### src/rtl/uart_loader_pkg.sv
// Shared types for the UART instruction-memory boot loader.
// Optional checksum trailer is enabled by UART_IMEM_LOADER_CHECKSUM_EN.
package uart_loader_pkg;

   typedef enum logic [2:0] {
      SYNC,
      LEN_LO,
      LEN_HI,
      DATA,
      CHECK,
      DONE,
      ERROR
   } loader_state_t;

   typedef enum logic [2:0] {
      RX_IDLE,
      RX_START,
      RX_DATA,
      RX_STOP,
      RX_WAIT
   } rx_state_t;

   localparam logic [7:0] SYNC_BYTE = 8'hA5;

   // Little-endian byte placement into a 32-bit instruction word.
   function automatic logic [31:0] put_lane(input logic [31:0] word,
                                            input logic [1:0]  lane,
                                            input logic [7:0]  data);
      logic [31:0] res;
      res = word;
      res[lane*8 +: 8] = data;
      return res;
   endfunction

endpackage

### src/rtl/uart_rx.sv
// 8N1 UART receiver with a 2-flop synchronizer, mid-bit sampling and
// start-glitch rejection; emits one-cycle byte_valid / frame_err pulses.
module uart_rx
   import uart_loader_pkg::*;
#(
   parameter int CLKS_PER_BIT = 868
) (
   input  logic       clk,
   input  logic       rst,
   input  logic       rx,
   output logic       byte_valid,
   output logic [7:0] byte_data,
   output logic       frame_err
);

   localparam int            CW   = $clog2(CLKS_PER_BIT);
   localparam logic [CW-1:0] FULL = CW'(CLKS_PER_BIT - 1);
   localparam logic [CW-1:0] HALF = CW'(CLKS_PER_BIT / 2 - 1);

   logic          rx_q1;
   logic          rx_s;
   logic          rx_d;
   rx_state_t     st;
   logic [CW-1:0] cnt;
   logic [2:0]    bit_idx;
   logic [7:0]    shreg;

   always_ff @(posedge clk) begin
      if (!rst) begin
         rx_q1      <= 1'b1;
         rx_s       <= 1'b1;
         rx_d       <= 1'b1;
         st         <= RX_IDLE;
         cnt        <= '0;
         bit_idx    <= '0;
         shreg      <= '0;
         byte_valid <= 1'b0;
         byte_data  <= '0;
         frame_err  <= 1'b0;
      end else begin
         rx_q1      <= rx;
         rx_s       <= rx_q1;
         rx_d       <= rx_s;
         byte_valid <= 1'b0;
         frame_err  <= 1'b0;
         case (st)
            RX_IDLE: begin
               if (rx_d && !rx_s) begin
                  cnt <= '0;
                  st  <= RX_START;
               end
            end
            RX_START: begin
               // Line back high at mid start bit means it was only a glitch.
               if (cnt == HALF) begin
                  cnt     <= '0;
                  bit_idx <= '0;
                  st      <= rx_s ? RX_IDLE : RX_DATA;
               end else begin
                  cnt <= cnt + 1'b1;
               end
            end
            RX_DATA: begin
               if (cnt == FULL) begin
                  cnt     <= '0;
                  shreg   <= {rx_s, shreg[7:1]};
                  bit_idx <= bit_idx + 3'd1;
                  if (bit_idx == 3'd7) st <= RX_STOP;
               end else begin
                  cnt <= cnt + 1'b1;
               end
            end
            RX_STOP: begin
               if (cnt == FULL) begin
                  cnt <= '0;
                  if (rx_s) begin
                     byte_valid <= 1'b1;
                     byte_data  <= shreg;
                     st         <= RX_IDLE;
                  end else begin
                     frame_err <= 1'b1;
                     st        <= RX_WAIT;
                  end
               end else begin
                  cnt <= cnt + 1'b1;
               end
            end
            RX_WAIT: begin
               // A held-low line must not be mistaken for a new start bit.
               if (rx_s) st <= RX_IDLE;
            end
            default: st <= RX_IDLE;
         endcase
      end
   end

endmodule

### src/rtl/uart_imem_loader.sv
// Boot loader: receives A5 / len_lo / len_hi / N LE words over UART, writes imem,
// holds core_rst until done. UART_IMEM_LOADER_CHECKSUM_EN adds a sum-mod-256 trailer.
module uart_imem_loader
   import uart_loader_pkg::*;
#(
   parameter int CLKS_PER_BIT = 868,
   parameter int IMEM_WORDS   = 1024,
   parameter int ADDR_W       = $clog2(IMEM_WORDS)
) (
   input  logic              clk,
   input  logic              rst,
   input  logic              rx,
   output logic              imem_we,
   output logic [ADDR_W-1:0] imem_addr,
   output logic [31:0]       imem_wdata,
   output logic              core_rst,
   output logic              load_done,
   output logic              load_err,
   output logic              frame_err
);

   localparam int          CW    = ADDR_W + 1;
   localparam logic [16:0] MAX_N = 17'(IMEM_WORDS);

   logic          byte_valid;
   logic [7:0]    byte_data;
   loader_state_t state;
   logic [7:0]    len_lo;
   logic [CW-1:0] n_words;
   logic [CW-1:0] wcnt;
   logic [1:0]    byte_idx;
   logic [31:0]   asm_word;
   logic [15:0]   n_full;
   logic [CW-1:0] wcnt_nx;
`ifdef UART_IMEM_LOADER_CHECKSUM_EN
   logic [7:0]    csum;
`endif

   assign n_full  = {byte_data, len_lo};
   assign wcnt_nx = wcnt + 1'b1;

   uart_rx #(.CLKS_PER_BIT(CLKS_PER_BIT)) u_rx (
      .clk       (clk),
      .rst       (rst),
      .rx        (rx),
      .byte_valid(byte_valid),
      .byte_data (byte_data),
      .frame_err (frame_err)
   );

   always_ff @(posedge clk) begin
      if (!rst) begin
         state      <= SYNC;
         len_lo     <= '0;
         n_words    <= '0;
         wcnt       <= '0;
         byte_idx   <= '0;
         asm_word   <= '0;
         imem_we    <= 1'b0;
         imem_addr  <= '0;
         imem_wdata <= '0;
         core_rst   <= 1'b1;
         load_done  <= 1'b0;
         load_err   <= 1'b0;
`ifdef UART_IMEM_LOADER_CHECKSUM_EN
         csum       <= '0;
`endif
      end else begin
         imem_we <= 1'b0;
         case (state)
            SYNC: begin
               if (byte_valid && byte_data == SYNC_BYTE) state <= LEN_LO;
`ifdef UART_IMEM_LOADER_CHECKSUM_EN
               csum <= '0;
`endif
            end
            LEN_LO: begin
               if (byte_valid) begin
                  len_lo <= byte_data;
                  state  <= LEN_HI;
               end
            end
            LEN_HI: begin
               if (byte_valid) begin
                  if ({1'b0, n_full} > MAX_N) begin
                     load_err <= 1'b1;
                     state    <= ERROR;
                  end else if (n_full == 16'd0) begin
`ifdef UART_IMEM_LOADER_CHECKSUM_EN
                     state <= CHECK;
`else
                     core_rst  <= 1'b0;
                     load_done <= 1'b1;
                     state     <= DONE;
`endif
                  end else begin
                     n_words  <= CW'(n_full);
                     wcnt     <= '0;
                     byte_idx <= '0;
                     state    <= DATA;
                  end
               end
            end
            DATA: begin
               if (byte_valid) begin
`ifdef UART_IMEM_LOADER_CHECKSUM_EN
                  csum <= csum + byte_data;
`endif
                  asm_word <= put_lane(asm_word, byte_idx, byte_data);
                  byte_idx <= byte_idx + 2'd1;
                  if (byte_idx == 2'd3) begin
                     imem_we    <= 1'b1;
                     imem_addr  <= wcnt[ADDR_W-1:0];
                     imem_wdata <= put_lane(asm_word, 2'd3, byte_data);
                     wcnt       <= wcnt_nx;
`ifdef UART_IMEM_LOADER_CHECKSUM_EN
                     if (wcnt_nx == n_words) state <= CHECK;
`else
                     if (wcnt_nx == n_words) state <= DONE;
`endif
                  end
               end
            end
`ifdef UART_IMEM_LOADER_CHECKSUM_EN
            CHECK: begin
               if (byte_valid) begin
                  if (byte_data == csum) begin
                     core_rst  <= 1'b0;
                     load_done <= 1'b1;
                     state     <= DONE;
                  end else begin
                     load_err <= 1'b1;
                     state    <= ERROR;
                  end
               end
            end
`endif
            DONE: begin
               core_rst  <= 1'b0;
               load_done <= 1'b1;
               // A fresh sync byte reloads the image with the core held again.
               if (byte_valid && byte_data == SYNC_BYTE) begin
                  core_rst  <= 1'b1;
                  load_done <= 1'b0;
                  state     <= LEN_LO;
`ifdef UART_IMEM_LOADER_CHECKSUM_EN
                  csum      <= '0;
`endif
               end
            end
            ERROR: begin
               core_rst <= 1'b1;
               load_err <= 1'b1;
            end
            default: state <= SYNC;
         endcase
      end
   end

endmodule

### config.mk
export PLATFORM = sky130hd
export DESIGN_NAME = uart_imem_loader
export DESIGN_NICKNAME = d
export VERILOG_FILES = /design/src/rtl/uart_loader_pkg.sv /design/src/rtl/uart_rx.sv /design/src/rtl/uart_imem_loader.sv
export SDC_FILE = /design/constraint.sdc
export NUM_CORES = 1
export LEC_CHECK = 0
export BUFFER_PORTS_ARGS = -buffer_cell sky130_fd_sc_hd__buf_2
export CAP_MARGIN = 40
export CORE_UTILIZATION = 25
export DETAILED_ROUTE_END_ITERATION = 10
export MAX_ROUTING_LAYER = met4
export PLACE_DENSITY = 0.48
export SLEW_MARGIN = 20
export SYNTH_ARGS = -nofsm -noshare
export SYNTH_HDL_FRONTEND = slang
export SYNTH_SLANG_ARGS = --single-unit
### constraint.sdc
create_clock -name clk -period 6.94 [get_ports clk]
set_clock_uncertainty 0.1 [all_clocks]
set_input_delay 0.694 -clock clk [delete_from_list [all_inputs] [get_ports clk]]
set_output_delay 0.694 -clock clk [all_outputs]
set_load 0.02 [all_outputs]
# After elaboration in Yosys (flattened, before gate mapping)
# Index checks and enable logic that the tools add are counted.
op_classes:
  n_addsub: 5
  n_lt_le_gt_ge: 1
  eq_ne: 31
  n_shift: 2
  muxes: 53
  bitwise: 3
  n_reduce_logical: 31
ops:
  columns: ["cell", "count"]
  rows:
  - ["$mux 11", 5]
  - ["$mux 3", 17]
  - ["$neg 5->34", 1]
  - ["$shift 8x34->32 const A", 1]
  - ["$shiftx 8x34->32", 1]
  - ["$bwmux 32", 1]
  - ["$mux 10", 3]
  - ["$pmux 10 s3", 1]
  - ["$pmux 3 s5", 2]
  - ["$pmux 11 s2", 1]
  - ["$ne 2x1->1 const B", 10]
  - ["$reduce_and 3->1", 6]
  - ["$gt 16x11->1 const B", 1]
  - ["$logic_not 16->1", 1]
  - ["$mux 1", 13]
  - ["$eq 3x2->1 const B", 4]
  - ["$eq 3x3->1 const B", 4]
  - ["$ne 2x2->1 const B", 6]
  - ["$reduce_and 4->1", 3]
  - ["$reduce_and 6->1", 2]
  - ["$add 11x1->11 const B", 1]
  - ["$eq 11x11->1", 1]
  - ["$add 10x1->10 const B", 1]
  - ["$eq 10x10->1 const B", 1]
  - ["21 further kinds", 39]
word_totals:
  regBits: 150
  in_bits: 3
  wordCells: 148

# Longest topological paths before layout
depth:
  word_depth: 6
  mapped_depth: 8

# Hierarchy
# A second synthesis with hierarchy kept.
hier_totals:
  cells_unflattened: 769
  area_unflattened_um2: 6468.7
by_module_without_submodules:
  columns: ["module", "instances", "cells_per_inst", "area_per_inst_um2", "seq_area_each_um2"]
  rows:
  - ["uart_imem_loader", 1, 567, 4740.8, 2102.0]
  - ["uart_rx", 1, 202, 1727.9, 740.7]

# Worst setup path before layout
# OpenSTA, ideal clock, no wires.
synth_path:
  kind: "reg-to-reg"
  from: "register u_rx.cnt[0]"
  to: "register u_rx.cnt[3]"
  setup_time_ps: 120
  t_arrival_ps: 2241
  t_required_ps: 6720
  path_slack_ps: 4479
  stages_incl_launch_ff: 8
  path_cell_list: "dfxtp_1 ha_1 or4b_2 or4_4 a22oi_4 nor2_1 and3_1 o31a_1"
synth_between:
  elab_chain_cells: 3
synth_lines:
  columns: ["item", "line", "source"]
  rows:
  - ["start, declared", "uart_rx.sv:24", "logic [CW-1:0] cnt;"]
  - ["start signal, assigned", "uart_rx.sv:60", "cnt <= cnt + 1'b1;"]
  - ["start signal, assigned", "uart_rx.sv:70", "cnt <= cnt + 1'b1;"]
  - ["start signal, assigned", "uart_rx.sv:85", "cnt <= cnt + 1'b1;"]
  - ["$add 10x1->10 (tied with other cells)", "uart_rx.sv:60, uart_rx.sv:70, uart_rx.sv:85", null]
  - ["$mux 10 (on tied branches)", "uart_rx.sv:64, uart_rx.sv:74, uart_rx.sv:55", null]
  - ["$pmux 10 s3 (*)", "uart_rx.sv:46", "case (st)"]
# Mark *: on every way between the ends. The rest lies on a longest branch, timed or not.
# A chain may end at the register's enable or synchronous reset.

==> reports/results.ini <==
[outcome]
status = finished clean

[critical_path]
cp-end-kind = flip-flop
crit_required_ns = 7.11
r2r_setup_slack_ns = 3.91
reg2regPathDepth = 7
crit_fanout = 9
arrival_ns = 3.20
r2r_start = u_rx.byte_data[0]
setup.worst_path.start_class = flip-flop
worstSetupPathType = flip-flop to flip-flop
timing.rr.end = len_lo[7]

[routing]
antenna_left = 0
num_vias = 4963
drcViolationCount = 0
wl_per_cell_um = 13.8
drt_wl_total_mm = 15.0
viasPerCell = 4.58
drtPass1Iterations = 7
drt_iter0_drc = 292

[power]
netSwitchingPower_mw = 0.447
peakVddDrop_uv = 160
internal_power_mw = 1.47
pwr-share-seq_pct = 44.6
p_sw_share_pct = 23.3
power_density_mw_per_mm2 = 266
clockPowerShare_pct = 49.6
pwr-share-comb_pct = 5.8
p_leak_nw = 2.62

[sta]
setup_violations = 0
max_slew_margin_pct = 42.3
fin_setup_tns_ns = 0
rsz0062_at_grt = no
maxSlewViolCount = 0
max_freq_ghz = 0.330
finalHoldViolCount = 0
worstMarginPinSlew_ns = 0.863
finalCritPeriodShare_pct = 43.7
fin_ws_ns = 3.91
fin_crit_ns = 3.03

[clock_network]
clk_path_buf_depth = 2
cts_hold_buf = 0
post-cts-setup-buffers = 0
cts.repair.resized = 0
clock-sinks = 142
cts_tree = built
htreeDepth = 4
cts_buffers = 17
clkSlewWorstSetupHoldPaths_ns = 0.06
clk_latency_ns = 0.41
cts-root-buf = clkbuf_16

[hold_path]
hold_depth = 1
min_to = u_rx.rx_s
hold_start = u_rx.rx_q1
hold_path_class = flip-flop to flip-flop

[final_layout]
final_common_cell = dfxtp_1
multi_input_area_mm2 = 0.00301
design_area_mm2 = 0.00722
layout_common_cells = dfxtp_1, nand2_1, a21oi_1, nor2_1, buf_2
insertedDiodeCount = 0
fin_nets = 766
syn_to_final_growth_pct = 18.0
fillers = 2577
fin_util_pct = 30.4
regArea_mm2 = 0.00284
drive_above_1_share_pct = 13.5

[logic_synthesis]
synth-main-ff-cell = dfxtp_1
async_flop_share_pct = 0
synth_top_family_by_area = simple AND/OR/NAND/NOR gates
synth_mux_area_share_pct = 6.44
ys_warn_count = 0
synthSimpleGateAreaFrac_pct = 24.2
syn_area_mm2 = 0.00612
yosysSeqAreaShare_pct = 46.5
synth_compound_area_share_pct = 14.4
syn_nets = 740
synth-xor-area-share_pct = 2.09
synth_fa_ha_area_share_pct = 2.05
synth_area_per_cell_um2 = 8.41
yosys.area.top_type = dfxtp_1
synth_top_area_share_pct = 46.5
synth_cells = 727
ys_ff_latch = 142
synth-edff-count = 0
yosysUniqueCellTypes = 67
netlist_top_cells_area = dfxtp_1, nand2_1, a21oi_1

[floorplan]
die_area_mm2 = 0.0251
core_area_mm2 = 0.0238
rows = 56
initial_core_util_pct = 25.8
die_w_um = 158
die_y_um = 158
pin_count = 50

[global_routing]
grt_max_degree = 76
use_met1_pct = 18.0
grt_pass1_vias = 4781
busiest_layer = met2
grt-ovfl-total = 0
antenna_found_initial = 0
grt.total_usage_pct = 13.3
grt_pass1_wl_mm = 25.4
globalRouteMet3Util_pct = 3.16
use_met2_pct = 19.5

[place]
dp_hpwl_mm = 9.82
dpl-instance-area_mm2 = 0.00660
gp_congestion = 0.784
port-buffer-count = 49
dpl_worst_slack_ns = 3.77

[job]
drv_cap = 0

## routing by layer
metal	vias to the layer above	part of all wire, %	wire (µm)
met5	-	0	0
met4	0	0.65	97
met3	4	2.9	437
met2	66	45	6780
met1	2333	51	7690
li1	2560	-	-
## synthesized netlist by cell type, drive strengths merged, types with 2 or more instances
cell type	count
dfxtp	142
nand2	142
a21oi	93
nor2	68
clkbuf	37
nand3	37
mux2i	36
o21ai	14
nor3	12
buf	11
ha	10
xnor2	9
inv	8
nand2b	8
nor2b	8
and3	7
nor3b	6
and2	5
o211a	5
or4	5
a31oi	4
nor4	4
or3	4
a22oi	3
a311oi	3
mux2	3
nand3b	3
o31a	3
or2	3
xor2	3
a221oi	2
a41oi	2
nand4	2
o22ai	2
o311a	2
o31ai	2
## kinds of logic (layout without fill, tap and decap cells)
group / Yosys count / after routing
simple gates: 321 / 321
compound gates: 145 / 145
flops: 142 / 142
buf+inv: 57 / 95
mux: 39 / 39
xor+xnor: 13 / 13
fa+ha+maj: 10 / 10
## per-stage QoR
| step | hold slack (ns) | total power, mW | instances |
|---|---|---|---|
| after floorplan | 0.286 | 0.957 | 727 |
| after global placement | 0.314 | 0.983 | 1048 |
| after detailed placement | 0.316 | 0.982 | 1051 |
| after CTS | 0.332 | 1.94 | 1082 |
| after global routing | 0.363 | 2.00 | 1084 |
| final | 0.319 | 1.92 | 1084 |
## critical path: stages (launching register included)
cell and delay (ns):
dfxtp_1 0.55, or2b_2 0.35, or4_4 0.55, a221oi_2 0.38
nor3b_2 0.46, buf_4 0.25, mux2i_1 0.19, nor2_1 0.05
## area by class of cell
cell class / count / area share, %
repair buffers: 56 / 4.54
inverters: 8 / 0.433
multi-input cells: 528 / 41.7
well taps: 319 / 5.53
clock inverters: 10 / 2.27
flip-flops and latches: 142 / 39.4
clock buffers: 21 / 6.10
## worst max path at each step
stage / start / to / cells after the start
2_1_floorplan: u_rx.cnt[0] / u_rx.cnt[3] / 7
3_3_place_gp: u_rx.cnt[0] / u_rx.bit_idx[0] / 7
3_5_place_dp: u_rx.byte_data[0] / len_lo[7] / 6
4_1_cts: u_rx.byte_data[0] / len_lo[2] / 6
5_1_grt: u_rx.byte_data[0] / len_lo[6] / 7
6_report: u_rx.byte_data[0] / len_lo[7] / 7
## state kept, by name, indices dropped and copies added (netlist names), 2 cells and up
register,count
imem_wdata,32
asm_word,24
n_words,11
wcnt,11
imem_addr,10
u_rx.cnt,10
len_lo,8
u_rx.byte_data,8
u_rx.shreg,8
state,3
u_rx.bit_idx,3
u_rx.st,3
byte_idx,2
## power by group through the flow
| stage | combinational [mW] | sequential, mW | clock [mW] |
|---|---|---|---|
| after floorplan | 0.102 | 0.855 | 0 |
| after global placement | 0.111 | 0.873 | 0 |
| after detailed placement | 0.109 | 0.872 | 0 |
| after CTS | 0.110 | 0.854 | 0.976 |
| after global routing | 0.126 | 0.858 | 1.01 |
| final | 0.110 | 0.855 | 0.951 |
No activity file was read; power rests on OpenSTA's default activity.
